### src/rtl/hazard_unit.sv
// Pipeline hazard controller: forwarding, load-use stall, branch flush and data-memory wait FSM.
// Optional saturating performance counters are built when HAZARD_PERF_CNT_EN is defined.
//
// state | meaning
// IDLE  | no outstanding unacknowledged data-memory access
// WAIT  | load/store in Memory not yet acknowledged, counting wait cycles
// ERROR | memory wait timed out; pipeline frozen until reset
module hazard_unit #(
    parameter int MEM_TIMEOUT = 255,
    parameter int CNT_WIDTH   = 32
) (
    input  logic                 clk,
    input  logic                 rst_n,
    input  logic [4:0]           rs1_addr_d_i,
    input  logic [4:0]           rs2_addr_d_i,
    input  logic [4:0]           rs1_addr_e_i,
    input  logic [4:0]           rs2_addr_e_i,
    input  logic [4:0]           rd_addr_e_i,
    input  logic [1:0]           result_src_e_i,
    input  logic                 pc_src_e_i,
    input  logic [4:0]           rd_addr_m_i,
    input  logic                 reg_write_m_i,
    input  logic [4:0]           rd_addr_w_i,
    input  logic                 reg_write_w_i,
    input  logic                 dmem_req_m_i,
    input  logic                 dmem_ready_i,
    output logic                 stall_f_o,
    output logic                 stall_d_o,
    output logic                 stall_e_o,
    output logic                 stall_m_o,
    output logic                 flush_d_o,
    output logic                 flush_e_o,
    output logic                 flush_w_o,
    output logic [1:0]           forward_a_e_o,
    output logic [1:0]           forward_b_e_o,
    output logic                 mem_timeout_o,
    output logic [CNT_WIDTH-1:0] perf_lu_stall_o,
    output logic [CNT_WIDTH-1:0] perf_br_flush_o,
    output logic [CNT_WIDTH-1:0] perf_mem_wait_o
);

    localparam int CW = (MEM_TIMEOUT < 1) ? 1 : $clog2(MEM_TIMEOUT + 1);
    localparam logic [CW-1:0] CNT_MAX = '1;

    typedef enum logic [1:0] {IDLE, WAIT, ERROR} state_t;

    state_t        state, state_nxt;
    logic [CW-1:0] cnt, cnt_nxt;
    logic          unready;
    logic          lu_stall;
    logic          mem_stall;

    assign unready   = dmem_req_m_i && !dmem_ready_i;
    assign lu_stall  = (result_src_e_i == 2'b01) && (rd_addr_e_i != 5'd0) &&
                       ((rd_addr_e_i == rs1_addr_d_i) || (rd_addr_e_i == rs2_addr_d_i));
    assign mem_stall = unready || (state == ERROR);

    always_ff @(posedge clk or negedge rst_n) begin
        if (!rst_n) begin
            state <= IDLE;
            cnt   <= '0;
        end else begin
            state <= state_nxt;
            cnt   <= cnt_nxt;
        end
    end

    always_comb begin
        state_nxt = state;
        cnt_nxt   = cnt;
        case (state)
            IDLE: begin
                if (unready) begin
                    state_nxt = WAIT;
                    cnt_nxt   = CW'(1);
                end
            end
            WAIT: begin
                if (!unready) begin
                    state_nxt = IDLE;
                    cnt_nxt   = '0;
                end else begin
                    // Saturate rather than wrap so a disabled timeout never aliases back to zero.
                    if (cnt != CNT_MAX) cnt_nxt = cnt + CW'(1);
                    if ((MEM_TIMEOUT != 0) && ((int'(cnt) + 1) == MEM_TIMEOUT)) state_nxt = ERROR;
                end
            end
            ERROR:   state_nxt = ERROR;
            default: state_nxt = IDLE;
        endcase
    end

    assign mem_timeout_o = (state == ERROR);

    always_comb begin
        stall_f_o     = 1'b0;
        stall_d_o     = 1'b0;
        stall_e_o     = 1'b0;
        stall_m_o     = 1'b0;
        flush_d_o     = 1'b0;
        flush_e_o     = 1'b0;
        flush_w_o     = 1'b0;
        forward_a_e_o = 2'b00;
        forward_b_e_o = 2'b00;
        if (rst_n) begin
            if (reg_write_m_i && (rd_addr_m_i != 5'd0) && (rd_addr_m_i == rs1_addr_e_i))
                forward_a_e_o = 2'b10;
            else if (reg_write_w_i && (rd_addr_w_i != 5'd0) && (rd_addr_w_i == rs1_addr_e_i))
                forward_a_e_o = 2'b01;
            if (reg_write_m_i && (rd_addr_m_i != 5'd0) && (rd_addr_m_i == rs2_addr_e_i))
                forward_b_e_o = 2'b10;
            else if (reg_write_w_i && (rd_addr_w_i != 5'd0) && (rd_addr_w_i == rs2_addr_e_i))
                forward_b_e_o = 2'b01;

            // A memory freeze holds D/E, so load-use and branch effects resolve after it ends.
            if (mem_stall) begin
                stall_f_o = 1'b1;
                stall_d_o = 1'b1;
                stall_e_o = 1'b1;
                stall_m_o = 1'b1;
                flush_w_o = 1'b1;
            end else begin
                stall_f_o = lu_stall;
                stall_d_o = lu_stall;
                flush_e_o = lu_stall || pc_src_e_i;
                flush_d_o = pc_src_e_i;
            end
        end
    end

`ifdef HAZARD_PERF_CNT_EN
    logic [CNT_WIDTH-1:0] perf_lu, perf_br, perf_mw;

    always_ff @(posedge clk or negedge rst_n) begin
        if (!rst_n) begin
            perf_lu <= '0;
            perf_br <= '0;
            perf_mw <= '0;
        end else begin
            if (lu_stall && !mem_stall && (perf_lu != '1)) perf_lu <= perf_lu + CNT_WIDTH'(1);
            if (pc_src_e_i && !mem_stall && (perf_br != '1)) perf_br <= perf_br + CNT_WIDTH'(1);
            if (mem_stall && (perf_mw != '1)) perf_mw <= perf_mw + CNT_WIDTH'(1);
        end
    end

    assign perf_lu_stall_o = perf_lu;
    assign perf_br_flush_o = perf_br;
    assign perf_mem_wait_o = perf_mw;
`else
    assign perf_lu_stall_o = '0;
    assign perf_br_flush_o = '0;
    assign perf_mem_wait_o = '0;
`endif

endmodule

### config.mk
export PLATFORM = sky130hd
export DESIGN_NAME = hazard_unit
export DESIGN_NICKNAME = d
export VERILOG_FILES = /design/src/rtl/hazard_unit.sv
export SDC_FILE = /design/constraint.sdc
export NUM_CORES = 1
export LEC_CHECK = 0
export BUFFER_PORTS_ARGS = -buffer_cell sky130_fd_sc_hd__clkbuf_2
export CAP_MARGIN = 20
export CORE_MARGIN = 2
export CORE_UTILIZATION = 40
export CTS_CLUSTER_DIAMETER = 200
export CTS_CLUSTER_SIZE = 40
export DETAILED_ROUTE_END_ITERATION = 10
export HOLD_SLACK_MARGIN = 0.03
export PLACE_DENSITY = 0.82
export SYNTH_ARGS = -nofsm -noshare
export SYNTH_HDL_FRONTEND = slang
export SYNTH_SLANG_ARGS = --single-unit
### constraint.sdc
create_clock -name clk -period 2.48 [get_ports clk]
set_input_delay 0.248 -clock clk [delete_from_list [all_inputs] [get_ports clk]]
set_output_delay 0.248 -clock clk [all_outputs]
set_load 0.05 [all_outputs]
==> metrics.sh, run 1 <==
RUN_STATUS='completed'
TRITONCTS='done'
FINALHOLDVIOLCOUNT=0
YOSYSWARNINGCOUNT=0
FF_LATCH_AREA_SQ_UM=250
YS_SEQ_AREA_SHARE_PCT=13.4
SYNTH_EDF_COUNT=0
CRITICAL_PATH.SLOWEST_CELL='sky130_fd_sc_hd__or4_1'
LAYOUT.FILLER_CELLS=454
ASYNCSETRESETFLOPFRACSYNTH_PCT=100
H-TREE-DEPTH=1
DRC=0
TIMING.CRITICAL_PATH.CELLS='dlygate4sd3_1, clkbuf_2, o211ai_1, or4_1, nor4_2, clkbuf_2'
FIRST_GLOBAL_VIAS=1224
LAYOUT.CELLS.MOST_COMMON='sky130_fd_sc_hd__conb_1'
CRITICALPATHCATEGORY='input port to primary output'
CRITICAL-PATH-MAX-STAGE-DELAY_NS=0.56
CLOCKROOTBUFFER='sky130_fd_sc_hd__clkbuf_8'
CRITICAL-PATH-TOP-DELAY-FAMILY='buffers and inverters'
ROUTABILITYCONGESTION=0.879
DRTANTENNAVIOLNETS=0
TIMING.CRITICAL_PATH.ARRIVAL_NS=2.11
CLOCK_SINK_COUNT=10
MIN_PERIOD_OVER_PERIOD_PCT=95.0
PLACEDINSTANCEAREA_SQ_UM=1830
CTS.REPAIR.RESIZED=0
FIN_CRIT_NS=2.36
ROUTE.DETAILED.WL_PER_INST_MICRONS=11.0
WORST_PATH_BUFS_INVS=3
TRANSITION_TIME_AT_THE_PIN_WITH_THE_LEAST_SLEW_MARGIN_NS=0.663
CRIT_PATH_START_KIND='input port'
BUFFERS_ON_PORTS=55
MOSTFREQUENTLAYOUTCELLS='sky130_fd_sc_hd__conb_1, sky130_fd_sc_hd__clkbuf_2, sky130_fd_sc_hd__xor2_1'
FF2FF_SETUP_SLACK_NS=0.53
MAIN_COMBINATIONAL_CELL_FAMILY_BY_AREA_AFTER_SYNTHESIS='buffers and inverters'
GLOBALROUTEOVERFLOWTOTAL=0
DOMINANTREGCELLSYNTH='sky130_fd_sc_hd__dfrtp_1'
FINAL_AREA_SQ_UM=1880
MAXSLEWVIOLCOUNT=0
FIN_WORST_SKEW_NS=0.00307
AREA.GROWTH.SYNTH_TO_FINAL_PCT=0.669
SYNTHDISTINCTLIBCELLS=41
AREA_SHARE_OF_AND_OR_NAND_NOR_CELLS_AFTER_SYNTHESIS_PCT=15.9
MAX_CLOCK_FREQ_MHz=424
YS_SEQ_ELEMENTS=10
FINALSETUPTNS_NS=0
LAYOUT_CELLS_SIZED_ABOVE_1_PCT=25.1
SYNTH_COMPOUND_GATE_AREA_SHARE_PCT=12.1
DETAILEDROUTE.FIRSTITERATIONVIOLATIONS=17
FINAL-INSTANCE-COUNT-EXCL-FILL=335
TOTAL_WIRE_LENGTH_AFTER_DETAILED_ROUTING_MICRONS=3670
HPWL_MICRONS=3200
CLOCK_PIN_TRANSITION_ON_THE_WORST_SETUP_AND_HOLD_TIMING_PATHS_NS=0.05
EFFECTIVE_UTILIZATION_AT_FLOORPLAN_PCT=42.1
FINAL_UTIL_PCT=42.4
PRE_CTS_WS_NS=0.477
LEAK_nW=1.03
CRITICAL_PATH_REQUIRED_NS=2.23
ROUTE.VIAS.TOTAL=1452
SYNTH.CELL_AREA_SQ_UM=1870
NUMPLACEDINSTANCES=331
DRT_PRE_ANTENNA_ITERS=4
WORSTHOLDPATHTYPE='input port to register'
FP.DIEAREA_SQ_UM=5240
LARGEST_NET_DEGREE_AT_THE_START_OF_GLOBAL_ROUTING=12
DIE-WIDTH_MICRONS=72.4
MAX_CAP_VIOLATIONS=0
CRITICAL_PATH.MAX_FANOUT=4
ANTENNA_CELLS_INSERTED=0
COMBINED_AREA_OF_THE_MULTI_INPUT_LOGIC_CELLS_SQ_UM=1210
SETUP_VIOL=0
POST_SYNTH.CELL_AREA_AVG_SQ_UM=8.10
CTS_SETUP_BUFFERS=0
CLOCK_LATENCY_OF_THE_LATER_CLOCKED_REGISTER_IN_THE_WORST_SKEW_PAIR_NS=0.24
YOSYS-MUX-AREA-FRACTION_PCT=0
CTS_BUFFER_DEPTH=2
TOTAL_GLOBAL_ROUTING_TRACK_UTILIZATION_PCT=12.7
NUM_IO_PINS=152
DIEHEIGHT_MICRONS=72.4
VIAS_PER_CELL=4.33
FRACTION_OF_THE_MAPPED_NETLIST_AREA_IN_ADDER_CELLS_PCT=1.34
CORE.ROWCOUNT=24
CORE_FOOTPRINT_SQ_UM=4440
TIMING.CRITICAL_PATH.MODE_CELL='sky130_fd_sc_hd__clkbuf_2'
PWR_DENSITY_CELL_nW_PER_UM2=435
ENDPOINT_KIND='primary output'
SYNTHCELLS=231
NETS=331
GRT_FIRST_PASS_WIRELENGTH_MICRONS=5300
NUMBER_OF_ANTENNA_VIOLATIONS_AT_THE_FIRST_CHECK_IN_GLOBAL_ROUTING=0
MAX-VDD-IR-DROP_V=0.000265
POST_SYNTH_XOR_AREA_FRACTION_PCT=15.5
FINALWORSTSETUPSLACK_NS=0.123
GRT_SETUP_UNREPAIRED='no'
SLEW_HEADROOM_PCT=55.7
TRITONCTS.NUM_BUFFERS=3
-- area by class of cell --
class,instances,share of cell area (%)
Tap cell,52,3.46
Timing Repair Buffer,58,15.9
Sequential cell,10,13.3
Clock buffer,3,2.19
Inverter,4,0.797
Multi-Input combinational cell,208,64.3
-- stage by stage --
| stage | hold WS, ns | total power (W) |
|---|---|---|
| after floorplan | -0.0476 | 0.000696 |
| after global placement | 0.287 | 0.000646 |
| after detailed placement | 0.280 | 0.000650 |
| after CTS | 0.318 | 0.000822 |
| after global routing | 0.339 | 0.000857 |
| final | 0.331 | 0.000819 |
-- tightest hold or removal path: cells and delay by family --
kind                   cells  cell delay, ns
AO/OA/AOI/OAI              1            0.04
buffers and inverters      1            0.09
AND/OR/NAND/NOR            2            0.14
-- cell usage after synthesis, types with 4 or more instances --
cell type / count / area, sq um
sky130_fd_sc_hd__buf_4: 99 / 743
sky130_fd_sc_hd__dfrtp_1: 10 / 250
sky130_fd_sc_hd__inv_1: 4 / 15.0
sky130_fd_sc_hd__nand2_1: 4 / 15.0
sky130_fd_sc_hd__nand3_1: 7 / 35.0
sky130_fd_sc_hd__nor2_1: 6 / 22.5
sky130_fd_sc_hd__o21ai_0: 4 / 20.0
sky130_fd_sc_hd__o31ai_1: 7 / 52.6
sky130_fd_sc_hd__o41ai_1: 4 / 35.0
sky130_fd_sc_hd__or4_1: 5 / 37.5
sky130_fd_sc_hd__xnor2_1: 6 / 52.6
sky130_fd_sc_hd__xor2_1: 27 / 236
-- logic make-up (layout without fill, tap and decap cells) --
group                      after synthesis  count (layout)
AOI/OAI and AO/OA                       31              31
xor gates and xnor gates                33              33
adders and majority gates                2               2
buffers and inverters                  108              65
DFF                                     10              10
other                                    1              96
and+or+nand+nor                         46              46
-- sequential cells by signal, summed over array words and instances, names as in the netlist --
| signal | cells |
|---|---|
| state | 2 |
| cnt | 8 |
-- final timing paths --
kind | from | to | cells after the start
max | rst_n | forward_a_e_o[0] | 6
min | dmem_ready_i | state[0] | 4
max reg2reg | cnt[1] | cnt[3] | 5
min reg2reg | state[1] | state[0] | 2
max in group asynchronous | rst_n | cnt[5] | 3
min in group asynchronous | rst_n | cnt[1] | 3
-- repair_timing --
item | 4_1_cts | 5_1_grt
setup endpoints to repair | 0 | 0
hold endpoints to repair | 5 | 0
hold buffers | 1 | 0
-- report_power, final --
group / leakage [nW] / switching, W / internal, W / total (W)
clock network: 0.0216 / 0.0000616 / 0.000106 / 0.000168
registers: 0.137 / 0.00000699 / 0.000167 / 0.000174
logic: 0.873 / 0.000409 / 0.0000680 / 0.000477
-- routing by layer --
| layer | track usage, % | vias up | share of wire [%] |
|---|---|---|---|
| met5 | 0 | - | 0 |
| met4 | 4.53 | 0 | 1.6 |
| met3 | 1.94 | 6 | 6.9 |
| met2 | 24.9 | 80 | 55 |
| met1 | 13.5 | 662 | 37 |
| li1 | - | 704 | - |
Power figures use the tool's default switching activity.
==> inputs of run 2 (changes only) <==
==> constraint.sdc (replaced) <==
create_clock -name clk -period 2.78 [get_ports clk]
set_input_delay 0.278 -clock clk [delete_from_list [all_inputs] [get_ports clk]]
set_output_delay 0.278 -clock clk [all_outputs]
set_load 0.05 [all_outputs]
==> metrics.sh, run 2 (same netlist as run 1, synthesis figures left out) <==
CLOCK_LATENCY_OF_THE_LATER_CLOCKED_REGISTER_IN_THE_WORST_SKEW_PAIR_NS=0.23  # about the same
FIRST_GLOBAL_VIAS=1291  # +5.5%
SHARE_CLK_OF_TOTAL_POWER_PCT=20.5  # about the same
GRT_FIRST_PASS_WIRELENGTH_MICRONS=5270  # -0.53%
FINALHOLDVIOLCOUNT=0  # unchanged
REGTOREGENDPOINT='cnt[3]'
SLEW_HEADROOM_PCT=53.6  # -2.1 points
CTS_SETUP_BUFFERS=0  # unchanged
PWR-SHARE-COMB_PCT=58.2  # about the same
LARGEST_REGISTER_FFS=8  # unchanged
DIE-WIDTH_MICRONS=72.4  # unchanged
CLOCKROOTBUFFER='sky130_fd_sc_hd__clkbuf_8'
HOLDBUFCOUNTCTS=1  # unchanged
NUM_IO_PINS=152  # unchanged
NETS=330  # -0.30%
SETUP_VIOL=0  # unchanged
FIN_WORST_SKEW_NS=0.000954  # -0.00212 ns
WORSTHOLDPATHTYPE='input port to register'
START_POINT_OF_THE_WORST_HOLD_PATH='dmem_ready_i'
HPWL_MICRONS=3080  # -3.9%
MAX_CLOCK_FREQ_MHz=405
CORE.ROWCOUNT=24  # unchanged
ENDPOINT_KIND='primary output'
DRC=0  # unchanged
SWITCHINGPOWER_W=0.000425  # -11%
TRITONCTS='done'
INTPOWER_W=0.000303  # -11%
FINAL_UTIL_PCT=42.0  # -0.37 points
CLOCK_PIN_TRANSITION_ON_THE_WORST_SETUP_AND_HOLD_TIMING_PATHS_NS=0.05  # about the same
REG.LARGEST.LIST='cnt (8), state (2)'
SEQUENTIAL_GROUP_SHARE_OF_TOTAL_POWER_PCT=21.3  # about the same
MAXSLEWVIOLCOUNT=0  # unchanged
CRITICAL_PATH.MAX_FANOUT=9  # +5
LARGEST_NET_DEGREE_AT_THE_START_OF_GLOBAL_ROUTING=12  # unchanged
CRITICAL_PATH_REQUIRED_NS=2.50  # +0.27 ns
GLOBALROUTEOVERFLOWTOTAL=0  # unchanged
MIN_PERIOD_OVER_PERIOD_PCT=88.9
BUFFERS_ON_PORTS=55  # unchanged
CORE_FOOTPRINT_SQ_UM=4440  # unchanged
TIMING.CRITICAL_PATH.MODE_CELL='sky130_fd_sc_hd__clkbuf_2'
FP.DIEAREA_SQ_UM=5240  # unchanged
CRITICALPATHCATEGORY='input port to primary output'
TRANSITION_TIME_AT_THE_PIN_WITH_THE_LEAST_SLEW_MARGIN_NS=0.694  # +0.0313 ns
RUN_STATUS='completed'
CTS_BUFFER_DEPTH=2  # unchanged
MOSTFREQUENTLAYOUTCELLS='sky130_fd_sc_hd__conb_1, sky130_fd_sc_hd__clkbuf_2, sky130_fd_sc_hd__xor2_1'
WORST_PATH_BUFS_INVS=3  # unchanged
CLOCK_SINK_COUNT=10  # unchanged
LEAK_nW=1.02  # -1.2%
FIN_CRIT_NS=2.47
LAYOUT.CELLS.MOST_COMMON='sky130_fd_sc_hd__conb_1'
TRITONCTS.NUM_BUFFERS=3  # unchanged
GRT_SETUP_UNREPAIRED='no'
FF2FF_SETUP_SLACK_NS=0.83  # +0.30 ns
EFFECTIVE_UTILIZATION_AT_FLOORPLAN_PCT=42.1  # unchanged
LARGEST_REGISTER_BY_FLOP_COUNT='cnt'
CTS.REPAIR.RESIZED=0  # unchanged
TIMING.CRITICAL_PATH.CELLS='dlygate4sd3_1, clkbuf_2, o211ai_1, or4_1, nor4_2, clkbuf_2'
CRIT_PATH_START_KIND='input port'
DRT_PRE_ANTENNA_ITERS=4  # unchanged
ANTENNA_CELLS_INSERTED=0  # unchanged
WORST_R2R_STARTPOINT='cnt[0]'
TIMING.HOLD.WORST_ENDPOINT='state[0]'
CRITICAL-PATH-MAX-STAGE-DELAY_NS=0.57  # about the same
MAX_CAP_VIOLATIONS=0  # unchanged
SW_FRAC_OF_TOTAL_PCT=58.4  # about the same
AREA.GROWTH.SYNTH_TO_FINAL_PCT=-0.201
ROUTE.DETAILED.WL_PER_INST_MICRONS=10.6  # -2.8%
TIMING.REG2REG.WORST_PATH_DEPTH=5  # unchanged
VIAS_PER_CELL=4.34  # +0.23%
DRTANTENNAVIOLNETS=0  # unchanged
H-TREE-DEPTH=1  # unchanged
TOTAL_WIRE_LENGTH_AFTER_DETAILED_ROUTING_MICRONS=3560  # -3.1%
TIMING.CRITICAL_PATH.ARRIVAL_NS=2.19  # +0.08 ns
ROUTE.VIAS.TOTAL=1451  # -0.069%
DETAILEDROUTE.FIRSTITERATIONVIOLATIONS=21  # +4
DIEHEIGHT_MICRONS=72.4  # unchanged
ROUTABILITYCONGESTION=0.882  # +0.30%
LAYOUT_CELLS_SIZED_ABOVE_1_PCT=24.5  # -0.62 points
CRITICAL-PATH-TOP-DELAY-FAMILY='buffers and inverters'
FINALSETUPTNS_NS=0  # unchanged
MIN_DELAY_PATH_DEPTH=4  # unchanged
CRITICAL_PATH.SLOWEST_CELL='sky130_fd_sc_hd__or4_1'
CP.DEPTH=6  # unchanged
NUMBER_OF_ANTENNA_VIOLATIONS_AT_THE_FIRST_CHECK_IN_GLOBAL_ROUTING=0  # unchanged
MAX-VDD-IR-DROP_V=0.000166  # -37%
TOTAL_GLOBAL_ROUTING_TRACK_UTILIZATION_PCT=12.2  # -0.52 points
PWR_DENSITY_CELL_nW_PER_UM2=390  # -10%
-- run 2: cell types whose count changed in the layout (fill, tap and decap cells not counted), sizes merged --
cell and delta:
buf -1
-- run 2: power groups by stage --
stage               sequential (W)  clock, W  combinational [W]
finish                    0.000155  0.000149           0.000423
global route              0.000156  0.000160           0.000445
global placement          0.000157         0           0.000416
detailed placement        0.000158         0           0.000418
CTS                       0.000155  0.000150           0.000421
floorplan                 0.000156         0           0.000464
-- run 2: worst register-to-register path: stages (launching register included) --
cell	delay (ns)
sky130_fd_sc_hd__dfrtp_1	0.48
sky130_fd_sc_hd__ha_1	0.34
sky130_fd_sc_hd__nand3_2	0.17
sky130_fd_sc_hd__nor4_4	0.56
sky130_fd_sc_hd__o21ai_0	0.17
sky130_fd_sc_hd__o41ai_1	0.10
-- run 2: worst max path at each step --
stage                         from                to  slack [ns]
floorplan                 state[0]         stall_f_o        0.04
global placement    rd_addr_m_i[1]  forward_b_e_o[0]        0.78
detailed placement  rd_addr_m_i[1]  forward_a_e_o[0]        0.75
CTS                          rst_n  forward_a_e_o[0]        0.28
global route                 rst_n  forward_a_e_o[0]        0.17
finish                       rst_n  forward_a_e_o[0]        0.31
-- run 2: routing by layer --
metal | share of wire [%] | global-route usage, % | vias to the layer above
li1 | - | - | 694
met1 | 36 | 13.8 | 665
met2 | 54 | 22.7 | 85
met3 | 8.6 | 2.22 | 7
met4 | 1.1 | 4.12 | 0
met5 | 0 | 0 | -
-- run 2: stage by stage --
step	hold WS, ns	power [W]	setup WS (ns)	area [sq um]	std cells
global placement	0.142	0.000573	0.782	1820	330
global route	0.432	0.000760	0.171	1870	334
finish	0.366	0.000728	0.310	1870	334
floorplan	-0.0176	0.000619	0.0431	2230	326
detailed placement	0.141	0.000576	0.746	1820	330
CTS	0.363	0.000726	0.279	1870	334
-- run 2: final cells by class --
class / count / area, sq um
flip-flops and latches: 10 / 250
multi-input cells: 208 / 1200
fillers: 472 / 2580
well taps: 52 / 65.1
repair buffers: 57 / 293
clock buffers: 3 / 41.3
inverters: 4 / 15.0
==> inputs of run 3 (changes only) <==
--- a/config.mk
+++ b/config.mk
@@ -6,7 +6,6 @@
 export NUM_CORES = 1
 export LEC_CHECK = 0
 export BUFFER_PORTS_ARGS = -buffer_cell sky130_fd_sc_hd__clkbuf_2
-export CAP_MARGIN = 20
 export CORE_MARGIN = 2
 export CORE_UTILIZATION = 40
 export CTS_CLUSTER_DIAMETER = 200
@@ -14,6 +13,7 @@
 export DETAILED_ROUTE_END_ITERATION = 10
 export HOLD_SLACK_MARGIN = 0.03
 export PLACE_DENSITY = 0.82
+export REMOVE_ABC_BUFFERS = 1
 export SYNTH_ARGS = -nofsm -noshare
 export SYNTH_HDL_FRONTEND = slang
 export SYNTH_SLANG_ARGS = --single-unit
==> metrics.sh, run 3 (same netlist as run 1, synthesis figures left out) <==
FINAL_AREA_SQ_UM=1850  # -0.80%
CORE_FOOTPRINT_SQ_UM=4440  # unchanged
SEQUENTIAL_GROUP_SHARE_OF_TOTAL_POWER_PCT=21.2  # about the same
FINAL.HOLD.WORST_SLACK_NS=0.0477  # -0.319 ns
CRITICALPATHCATEGORY='input port to primary output'
CRIT_PATH_START_KIND='input port'
TRANSITION_TIME_AT_THE_PIN_WITH_THE_LEAST_SLEW_MARGIN_NS=0.670  # -0.0240 ns
MOSTFREQUENTLAYOUTCELLS='sky130_fd_sc_hd__conb_1, sky130_fd_sc_hd__clkbuf_2, sky130_fd_sc_hd__xor2_1'
FINALHOLDVIOLCOUNT=0  # unchanged
RUN_STATUS='completed'
DIE-WIDTH_MICRONS=72.4  # unchanged
CLOCKROOTBUFFER='sky130_fd_sc_hd__clkbuf_8'
CLOCK_PIN_TRANSITION_ON_THE_WORST_SETUP_AND_HOLD_TIMING_PATHS_NS=0.05  # about the same
DRC=0  # unchanged
ROUTE.DETAILED.WL_PER_INST_MICRONS=10.9  # +2.8%
FIRST_GLOBAL_VIAS=1169  # -9.5%
DRT_PRE_ANTENNA_ITERS=4  # unchanged
ANTENNA_CELLS_INSERTED=0  # unchanged
PWR_DENSITY_CELL_nW_PER_UM2=393  # +0.92%
GRT_FIRST_PASS_WIRELENGTH_MICRONS=5040  # -4.4%
SETUP_VIOL=0  # unchanged
LARGEST_NET_DEGREE_AT_THE_START_OF_GLOBAL_ROUTING=16  # +4
SHARE_CLK_OF_TOTAL_POWER_PCT=20.8  # +0.3 points
LARGEST_REGISTER_FFS=8  # unchanged
LAYOUT.CELLS.MOST_COMMON='sky130_fd_sc_hd__conb_1'
NUM_IO_PINS=152  # unchanged
LARGEST_REGISTER_BY_FLOP_COUNT='cnt'
LAYOUT.FILLER_CELLS=460  # -2.5%
SWITCHINGPOWER_W=0.000427  # +0.45%
SLEW_HEADROOM_PCT=55.2  # +1.6 points
PWR-SHARE-COMB_PCT=57.9  # -0.3 points
FINALSETUPTNS_NS=0  # unchanged
CRITICAL_PATH.SLOWEST_CELL='sky130_fd_sc_hd__or4_1'
MAX-VDD-IR-DROP_V=0.000222  # +33%
WORSTHOLDPATHTYPE='input port to asynchronous set/reset pin'
H-TREE-DEPTH=1  # unchanged
MAX_CAP_VIOLATIONS=0  # unchanged
CLOCK_SINK_COUNT=10  # unchanged
SW_FRAC_OF_TOTAL_PCT=58.6  # +0.20 points
EFFECTIVE_UTILIZATION_AT_FLOORPLAN_PCT=42.1  # unchanged
ROUTABILITYCONGESTION=0.883  # +0.17%
INTPOWER_W=0.000302  # -0.38%
NUMBER_OF_ANTENNA_VIOLATIONS_AT_THE_FIRST_CHECK_IN_GLOBAL_ROUTING=0  # unchanged
DIEHEIGHT_MICRONS=72.4  # unchanged
BUFFERS_ON_PORTS=55  # unchanged
CRITICAL-PATH-MAX-STAGE-DELAY_NS=0.54  # -0.03 ns
GRT_SETUP_UNREPAIRED='no'
CRITICAL_PATH.MAX_FANOUT=3  # -6
CORE.ROWCOUNT=24  # unchanged
TIMING.REG2REG.WORST_PATH_DEPTH=5  # unchanged
MAXSLEWVIOLCOUNT=0  # unchanged
MIN_PERIOD_OVER_PERIOD_PCT=73.2  # -16 points
REG.LARGEST.LIST='cnt (8), state (2)'
HOLDBUFCOUNTCTS=0  # -1
MAX_CLOCK_FREQ_MHz=491  # +21%
CTS_SETUP_BUFFERS=0  # unchanged
LEAK_nW=1.01  # -0.50%
FIN_WORST_SKEW_NS=0.00308  # +0.00213 ns
GLOBALROUTEOVERFLOWTOTAL=0  # unchanged
CRITICAL_PATH_REQUIRED_NS=2.50  # about the same
HPWL_MICRONS=3140  # +2.0%
CTS.REPAIR.RESIZED=0  # unchanged
ROUTE.VIAS.TOTAL=1452  # +0.069%
FP.DIEAREA_SQ_UM=5240  # unchanged
VIAS_PER_CELL=4.36  # +0.37%
TRITONCTS='done'
CTS_BUFFER_DEPTH=2  # unchanged
POWER_W=0.000728  # +0.11%
TIMING.CRITICAL_PATH.ARRIVAL_NS=1.76  # -0.43 ns
TIMING.CRITICAL_PATH.MODE_CELL='sky130_fd_sc_hd__clkbuf_2'
FIN_CRIT_NS=2.04  # -0.435 ns
TOTAL_WIRE_LENGTH_AFTER_DETAILED_ROUTING_MICRONS=3650  # +2.5%
ENDPOINT_KIND='primary output'
AREA.GROWTH.SYNTH_TO_FINAL_PCT=-1.00
CLOCK_LATENCY_OF_THE_LATER_CLOCKED_REGISTER_IN_THE_WORST_SKEW_PAIR_NS=0.23  # about the same
PLACEDINSTANCEAREA_SQ_UM=1810  # -0.28%
NETS=329  # -0.30%
TRITONCTS.NUM_BUFFERS=3  # unchanged
DETAILEDROUTE.FIRSTITERATIONVIOLATIONS=24  # +14%
FINAL_UTIL_PCT=41.7  # -0.34 points
DRTANTENNAVIOLNETS=0  # unchanged
TIMING.CRITICAL_PATH.CELLS='clkbuf_2, or4_1, o21ai_2, nor4_1, nor4_2, clkbuf_2'
LAYOUT_CELLS_SIZED_ABOVE_1_PCT=23.8  # -0.62 points
TOTAL_GLOBAL_ROUTING_TRACK_UTILIZATION_PCT=11.9  # -0.31 points
[run 3: cell types whose count changed in the layout (fill, tap and decap cells not counted), sizes merged]
cell         previous run  this run
dlygate4sd3             1         0
[run 3: per-stage QoR]
stage	worst slack (ns)	instances
2_1_floorplan	-1.85	222
3_3_place_gp	0.786	330
3_5_place_dp	0.735	330
4_1_cts	0.736	333
5_1_grt	0.629	333
6_report	0.745	333
[run 3: power by group through the flow]
stage | logic [W] | registers [W] | clock network [W]
floorplan | 0.000354 | 0.000156 | 0
global placement | 0.000418 | 0.000157 | 0
detailed placement | 0.000419 | 0.000157 | 0
CTS | 0.000420 | 0.000155 | 0.000153
global route | 0.000442 | 0.000156 | 0.000160
finish | 0.000422 | 0.000155 | 0.000152
[run 3: layout make-up]
class	count	area, sq um	share of cell area [%]
inverters	4	15.0	0.811
well taps	52	65.1	3.51
multi-input cells	208	1200	64.7
flip-flops and latches	10	250	13.5
repair buffers	56	283	15.3
clock buffers	3	41.3	2.23
[run 3: layer usage]
| metal | vias up | track usage, % | wire, microns |
|---|---|---|---|
| met5 | - | 0 | 0 |
| met4 | 0 | 4.94 | 86 |
| met3 | 10 | 1.94 | 336 |
| met1 | 650 | 14.3 | 1350 |
| met2 | 96 | 20.8 | 1870 |
| li1 | 696 | - | - |
[run 3: final timing paths]
| kind | end | start | slack (ns) |
|---|---|---|---|
| max | forward_b_e_o[0] | rd_addr_m_i[1] | 0.74 |
| min | cnt[2] | rst_n | 0.05 |
| max in group asynchronous | state[0] | rst_n | 2.56 |
| min reg2reg | state[0] | state[1] | 0.58 |
| max reg2reg | cnt[1] | cnt[1] | 0.85 |
| min in group clk | state[0] | dmem_ready_i | 0.37 |
[run 3: worst max-delay path: cells and delay by family]
family                 cells  cell delay [ns]
AO/OA/AOI/OAI              1             0.15
AND/OR/NAND/NOR            3             0.90
buffers and inverters      2             0.43
